`src/rtl/bcd_serial_calc.sv`:
```
// Serial BCD add/subtract calculator.
// One BCD digit is processed per clock, least significant digit first, and the
// finished result is presented as packed BCD plus seven-segment codes.
module bcd_serial_calc #(
  parameter int DIGITS = 4
) (
  input  logic                  clk,
  input  logic                  rst,
  input  logic                  start,
  input  logic                  op,
  input  logic [4*DIGITS-1:0]   a,
  input  logic [4*DIGITS-1:0]   b,
  output logic [4*DIGITS-1:0]   result,
  output logic                  carry,
  output logic                  error,
  output logic [7*DIGITS-1:0]   seg,
  output logic                  carry_led,
  output logic                  busy,
  output logic                  done
);

  localparam int W = 4 * DIGITS;
  localparam logic [3:0] LAST_IDX = 4'(DIGITS - 1);

  typedef enum logic [1:0] {
    IDLE = 2'd0,
    CALC = 2'd1,
    DONE = 2'd2
  } state_t;

  // Active-high {g,f,e,d,c,b,a} code for one decimal digit.
  function automatic logic [6:0] seg7(input logic [3:0] d);
    logic [6:0] s;
    case (d)
      4'd0:    s = 7'b0111111;
      4'd1:    s = 7'b0000110;
      4'd2:    s = 7'b1011011;
      4'd3:    s = 7'b1001111;
      4'd4:    s = 7'b1100110;
      4'd5:    s = 7'b1101101;
      4'd6:    s = 7'b1111101;
      4'd7:    s = 7'b0000111;
      4'd8:    s = 7'b1111111;
      4'd9:    s = 7'b1101111;
      default: s = 7'b0000000;
    endcase
    return s;
  endfunction

  state_t           state_r, state_s;
  logic [W-1:0]     a_sh_r, b_sh_r, acc_r, result_r;
  logic             op_r, c_r, err_r, carry_r, error_r, busy_r, done_r;
  logic [3:0]       idx_r;
  logic [7*DIGITS-1:0] seg_r;

  logic [3:0]       a_dig_s, b_dig_s, digit_s;
  logic [4:0]       sum_s;
  logic             c_next_s, dig_bad_s, err_final_s, borrow_s;
  logic [W-1:0]     acc_shift_s;
  logic [7*DIGITS-1:0] seg_s;

  // Next-state logic: IDLE -> CALC on start, CALC for DIGITS edges, one DONE cycle.
  always_comb begin
    state_s = state_r;
    case (state_r)
      IDLE: begin
        if (start) state_s = CALC;
        else       state_s = IDLE;
      end
      CALC: begin
        if (idx_r == LAST_IDX) state_s = DONE;
        else                   state_s = CALC;
      end
      DONE:    state_s = IDLE;
      default: state_s = IDLE;
    endcase
  end

  // State register; reset wins over every state.
  always_ff @(posedge clk) begin
    if (rst) state_r <= IDLE;
    else     state_r <= state_s;
  end

  // One digit step of the add/subtract chain, plus the shifted partial result
  // and the display codes it would produce if this were the last digit.
  always_comb begin
    a_dig_s     = a_sh_r[3:0];
    b_dig_s     = b_sh_r[3:0];
    dig_bad_s   = (a_dig_s > 4'd9) || (b_dig_s > 4'd9);
    err_final_s = err_r | dig_bad_s;
    sum_s       = 5'd0;
    borrow_s    = 1'b0;
    digit_s     = 4'd0;
    c_next_s    = 1'b0;
    if (!op_r) begin
      sum_s = {1'b0, a_dig_s} + {1'b0, b_dig_s} + {4'd0, c_r};
      if (sum_s > 5'd9) begin
        digit_s  = 4'(sum_s - 5'd10);
        c_next_s = 1'b1;
      end else begin
        digit_s  = sum_s[3:0];
        c_next_s = 1'b0;
      end
    end else begin
      borrow_s = ({1'b0, a_dig_s} < ({1'b0, b_dig_s} + {4'd0, c_r}));
      if (borrow_s) begin
        digit_s  = 4'({1'b0, a_dig_s} + 5'd10 - {1'b0, b_dig_s} - {4'd0, c_r});
        c_next_s = 1'b1;
      end else begin
        digit_s  = 4'({1'b0, a_dig_s} - {1'b0, b_dig_s} - {4'd0, c_r});
        c_next_s = 1'b0;
      end
    end
    acc_shift_s = acc_r >> 4'd4;
    acc_shift_s[W-1 -: 4] = digit_s;
    seg_s = '0;
    for (int i = 0; i < DIGITS; i++) begin
      if (err_final_s) seg_s[7*i +: 7] = 7'b1111001;
      else             seg_s[7*i +: 7] = seg7(acc_shift_s[4*i +: 4]);
    end
  end

  // Datapath: latch operands on start, shift one digit per CALC edge,
  // and commit result/carry/error/seg only on the edge that enters DONE.
  always_ff @(posedge clk) begin
    if (rst) begin
      a_sh_r   <= '0;
      b_sh_r   <= '0;
      acc_r    <= '0;
      op_r     <= 1'b0;
      c_r      <= 1'b0;
      err_r    <= 1'b0;
      idx_r    <= 4'd0;
      result_r <= '0;
      carry_r  <= 1'b0;
      error_r  <= 1'b0;
      seg_r    <= {DIGITS{7'b0111111}};
      busy_r   <= 1'b0;
      done_r   <= 1'b0;
    end else begin
      busy_r <= (state_s != IDLE);
      done_r <= (state_s == DONE);
      case (state_r)
        IDLE: begin
          if (start) begin
            a_sh_r <= a;
            b_sh_r <= b;
            op_r   <= op;
            idx_r  <= 4'd0;
            c_r    <= 1'b0;
            err_r  <= 1'b0;
            acc_r  <= '0;
          end
        end
        CALC: begin
          a_sh_r <= a_sh_r >> 4'd4;
          b_sh_r <= b_sh_r >> 4'd4;
          acc_r  <= acc_shift_s;
          c_r    <= c_next_s;
          err_r  <= err_final_s;
          idx_r  <= idx_r + 4'd1;
          if (idx_r == LAST_IDX) begin
            result_r <= err_final_s ? '0 : acc_shift_s;
            carry_r  <= err_final_s ? 1'b0 : c_next_s;
            error_r  <= err_final_s;
            seg_r    <= seg_s;
          end
        end
        default: ;
      endcase
    end
  end

  assign result    = result_r;
  assign carry     = carry_r;
  assign carry_led = carry_r;
  assign error     = error_r;
  assign seg       = seg_r;
  assign busy      = busy_r;
  assign done      = done_r;

endmodule

```
`config.mk`:
```
export PLATFORM = sky130hd
export DESIGN_NAME = bcd_serial_calc
export DESIGN_NICKNAME = d
export VERILOG_FILES = /design/src/rtl/bcd_serial_calc.sv
export SDC_FILE = /design/constraint.sdc
export NUM_CORES = 1
export LEC_CHECK = 0
export CORE_ASPECT_RATIO = 0.9
export CORE_MARGIN = 1
export CORE_UTILIZATION = 24
export CTS_CLUSTER_DIAMETER = 120
export DETAILED_ROUTE_END_ITERATION = 8
export SLEW_MARGIN = 20
export SYNTH_ARGS = -nofsm -noshare
export SYNTH_HDL_FRONTEND = slang
export SYNTH_SLANG_ARGS = --single-unit
```
`constraint.sdc`:
```
create_clock -name clk -period 5.2 [get_ports clk]
set_clock_uncertainty 0.05 [all_clocks]
set_input_delay 1.56 -clock clk [delete_from_list [all_inputs] [get_ports clk]]
set_output_delay 1.56 -clock clk [all_outputs]
set_load 0.05 [all_outputs]
```
After elaboration in Yosys (flattened, before gate mapping). Memories as Yosys holds them, arrays and structs flattened. A register that Yosys moved wholly into a read port is not among the register bits. Cells that the tools add are included.

Bits in registers: 105. Memory bits (read-only): 448. Memories kept: 4. Bits of input ports: 36.

Magnitude comparators: 4. Bitwise gates (word level): 1. Add/subtract/negate cells: 10. Mux-type cells: 32. Eq/ne operators: 4. Reduce and logical (&&, ||, !) cells: 7.

Memory list: (no name shown) (words 16, bits a word 7, rd ports 1, clocked after Yosys merged registers in 1, wr ports 0, line 34) `case (d)`; (no name shown) (words 16, bits a word 7, rd ports 1, clocked after Yosys merged registers in 1, wr ports 0, line 34); (no name shown) (words 16, bits a word 7, rd ports 1, clocked after Yosys merged registers in 1, wr ports 0, line 34); (no name shown) (words 16, bits a word 7, rd ports 1, clocked after Yosys merged registers in 0, wr ports 0, line 34).

Operators by type and width (count): case mux 16 bit (2 select lines) (3); two-way mux 16 bit (4); two-way mux 4 bit (10); two-way mux 7 bit (4); greater-than comparator 4 bit (second input constant) (2); case mux 4 bit (2 select lines) (1); subtractor 4 x 1 -> 4 bit (2); subtractor 4 bit (2); two-way mux 1 bit (6); AND reduction 2 bit (3); adder 4 x 1 -> 5 bit (1); adder 4 x 4 -> 5 bit (1); adder 5 x 1 -> 5 bit (1); greater-than comparator 5 x 4 -> 1 bit (second input constant) (1); < comparator 4 x 5 -> 1 bit (1); adder 4 x 1 -> 4 bit (second input constant) (1); adder 4 bit (second input constant) (1); equality test 4 x 2 -> 1 bit (second input constant) (1); case mux 1 bit (2 select lines) (2); case mux 2 bit (2 select lines) (1); nonzero test 2 bit (2); subtractor 4 bit (second input constant) (1); equality test 2 x 1 -> 1 bit (second input constant) (1); equality test 2 bit (second input constant) (1); 5 further kinds (5).

Depth between registers and ports, before layout.
Word-level depth: 8. Gate-level depth with buffers: 15.

Worst setup path before layout. No wires, ideal clock.

Path kind: register to register. Start point: register a_sh_r[0]. End point: register with a tool-made name. Path buffers: 0. Setup slack: 1495 ps. Required time: 5077 ps. Stages on the path, launching flop included: 14. Library setup time: 73 ps. Data arrival time: 3581 ps. Path through: dfxtp_1 > fa_1 > inv_1 > fa_1 > ha_1 > a21boi_0 > a21o_1 > o31ai_1 > nand4_1 > a22oi_1 > nor2_1 > ha_1 > or4_4 > o211ai_2.

RTL lines: start: declaration (line 51) `logic [W-1:0] a_sh_r, b_sh_r, acc_r, result_r;`; start signal: assignment (line 157) `a_sh_r <= a_sh_r >> 4'd4;`.

==> summary.txt <==
Status
  • Status: finished clean

Clock network
  • Clk root buf: clkbuf_16
  • Setup bufs post-CTS: 0
  • TritonCTS clock tree: done
  • Clock Latency Late Sink: 0.42 ns
  • Post-cts hold buffer count: 0
  • Resized Gates After CTS: 0
  • Sink Count: ~120
  • H-tree Lvls: 4
  • Total CTS buffers: 17
  • Clock Pin Slew Worst Setup and Hold Paths: approximately 0.06 ns
  • Max Root-Sink Buffers: 2

Global route
  • Global-route wire length before repair: around 27 mm
  • Total grt overflow: 0
  • Largest net degree at the start of global routing: 46
  • Gr usage total: 0.1352
  • Initial antenna violation count: 0
  • Vias in the first global route: around 4900

Min path
  • Hold Crit Class: flip-flop to flip-flop

Die
  • Number of core rows: between 50 and 60
  • Die width: approximately 170 um
  • Chip height: about 150 um
  • Initial Utilization: 0.2453
  • CORE AREA: roughly 0.024 sq mm
  • DIE AREA: between 0.02 and 0.03 sq mm
  • Top Ports: 85

STA
  • Final Hold Fails: 0
  • Measured slew at the worst slew-check pin: around 0.93 ns
  • Slew Limit Fails: 0
  • # setup viols final: 0
  • Final clock period utilization by the worst path: 0.8143
  • Slew margin rel.: 0.3786
  • Min Tclk post-route: ~4.2 ns
  • Fmax: about 240 MHz
  • RSZ-0062 raised after global routing: false
  • Setup TNS: 0 ns

Placed design
  • GPL Wtd Cong: 0.8910
  • Post-DP HPWL: approximately 12 mm
  • Number of port buffers: between 80 and 90
  • Placed Area: 0.007084 sq mm

Worst setup path
  • CP Capture Type: flip-flop
  • CP arrival: between 4 and 5 ns
  • Critical path's slowest cell: or4_4
  • Crit-path max cell delay: 0.51 ns
  • Crit path kind: flip-flop to flip-flop
  • Top delay family on crit path: adder cells
  • CP startpoint: a_sh_r[0]
  • Worst Path Required: ~5.5 ns
  • Crit-path max FO: 8
  • CP bufs+invs: 1
  • R2R Path Start: a_sh_r[0]
  • Worst path cell trace: fa_1, inv_1, fa_1, xnor2_1, ha_1, a21boi_0, a21oi_1, nand4_1, nand4_1, a22oi_1, nor2_1, ha_1, or4_4, o211ai_2
  • Startpoint class of the critical path: flip-flop

Flow run
  • Max_cap viols: 0

Drt
  • Vias per inst: slightly below 5
  • TritonRoute pass-1 iters: 4
  • Post-Route WL: about 16 mm
  • Vias: 5160
  • Drt drc: 0
  • Routed wire per std cell: approximately 15 um
  • Routed Antenna Nets: 0
  • 1st-iter DRT viols: 383

Final layout
  • Final instance area: between 0.007 and 0.008 sq mm
  • Reg area: between 0.002 and 0.0025 sq mm
  • N_diodes: 0
  • Fill cells: 2542
  • Post-layout nets: just over 800
  • Area grow syn2layout: 28.84%
  • Footprint of the multi-input gates: around 0.0032 sq mm
  • Layout cell share with drive strength beyond 1: 0.09367

Synth
  • Mapped Area: approximately 0.0060 sq mm
  • Synth Register Bits: around 120
  • Main synth FF type: dfxtp_1
  • Syn_area_per_cell: roughly 8.8 sq um
  • Warnings from Yosys: 0
  • Post-synth cell types: 67
  • Cells after Synth: 675
  • Number of synthesized flops with an enable pin: 0
  • Sequential share of the synthesized area: 0.4094
  • Asr flop ratio synth: 0
  • Syn Nets: 760

Pwr
  • Max VDD drop: about 0.18 mV
  • Total Power: 2.805 mW
  • Pwr dens: between 300 and 400 mW/mm^2
  • Total leakage power: roughly 3.0 nW
## worst paths after layout
kind / endpoint / slack [ns] / cells after the start
min reg2reg: seg[17] / 0.40 / 2
max: flip-flop / 0.97 / 14
max reg2reg: flip-flop / 0.97 / 14
min: seg[17] / 0.40 / 2
## placed cells by master, fill, tap and decap left out, types with 21 or more instances in the layout
master	instances
a211oi_1	21
nand2_1	68
o22ai_1	34
dfxtp_1	122
a21oi_1	25
nor2_1	85
ha_1	44
a22oi_1	33
inv_1	33
clkdlybuf4s50_1	83
## cells by family after synthesis
| kind of cell | count (synthesis) | synth area share |
|---|---|---|
| xor+xnor | 9 | 0.01321 |
| simple gates | 215 | 0.1653 |
| compound gates | 195 | 0.2368 |
| flops | 122 | 0.4094 |
| fa+ha+maj | 49 | 0.1091 |
| mux | 8 | 0.01405 |
| buf+inv | 77 | 0.05222 |
## per-stage QoR
stage | std cells | util | setup WS, ns | hold WS, ns
finish | 1066 | 0.3160 | 0.9655 | 0.3994
global route | 1066 | 0.3160 | 0.5631 | 0.4249
CTS | 1066 | 0.3160 | 1.000 | 0.4001
detailed placement | 1034 | 0.2913 | 1.006 | 0.3800
global placement | 1034 | 0.2913 | 1.197 | 0.3754
floorplan | 675 | - | 1.495 | 0.3679
## power by group
part	switching (mW)	internal, mW
clock	0.466	0.729
combinational	0.352	0.239
sequential	0.0363	0.982
## metal layers
layer,GRT usage,share of wire,vias to the layer above
li1,-,-,2575
met1,0.1711,0.47,2445
met2,0.2181,0.46,124
met3,0.04338,0.060,16
met4,0.04364,0.013,0
met5,0,0,-
## worst register-to-register path: cells and delay by family, from the launching register on
kind                       cells  cell delay, ns
adders and majority gates      4            1.16
and+or+nand+nor                4            1.13
AOI/OAI and AO/OA              4            0.96
DFF                            1            0.41
xor gates and xnor gates       1            0.41
buffers and inverters          1            0.06
## synth_stat cells, drive strengths merged, types with 6 or more instances
cell / n / share of area
a221o: 6 / 0.010
nor2b: 8 / 0.0084
nor2: 86 / 0.055
clkbuf: 30 / 0.019
o22ai: 34 / 0.036
a221oi: 7 / 0.011
ha: 44 / 0.092
o21ai: 21 / 0.018
xnor2: 7 / 0.010
nor3: 10 / 0.0084
nand2: 68 / 0.043
o211ai: 6 / 0.0092
and2: 6 / 0.0063
dfxtp: 122 / 0.41
buf: 13 / 0.012
a22oi: 33 / 0.042
nor3b: 7 / 0.010
a21oi: 28 / 0.027
a211oi: 21 / 0.026
inv: 34 / 0.021
## area by class of cell
class	count	area share
clock inverter	14	0.02116
timing repair buffer	94	0.1188
clock buffer	18	0.05714
inverter	34	0.01660
sequential	122	0.3178
tap	308	0.05014
multi-input combinational	476	0.4184
Note: power is estimated with default switching activity, not from simulation.
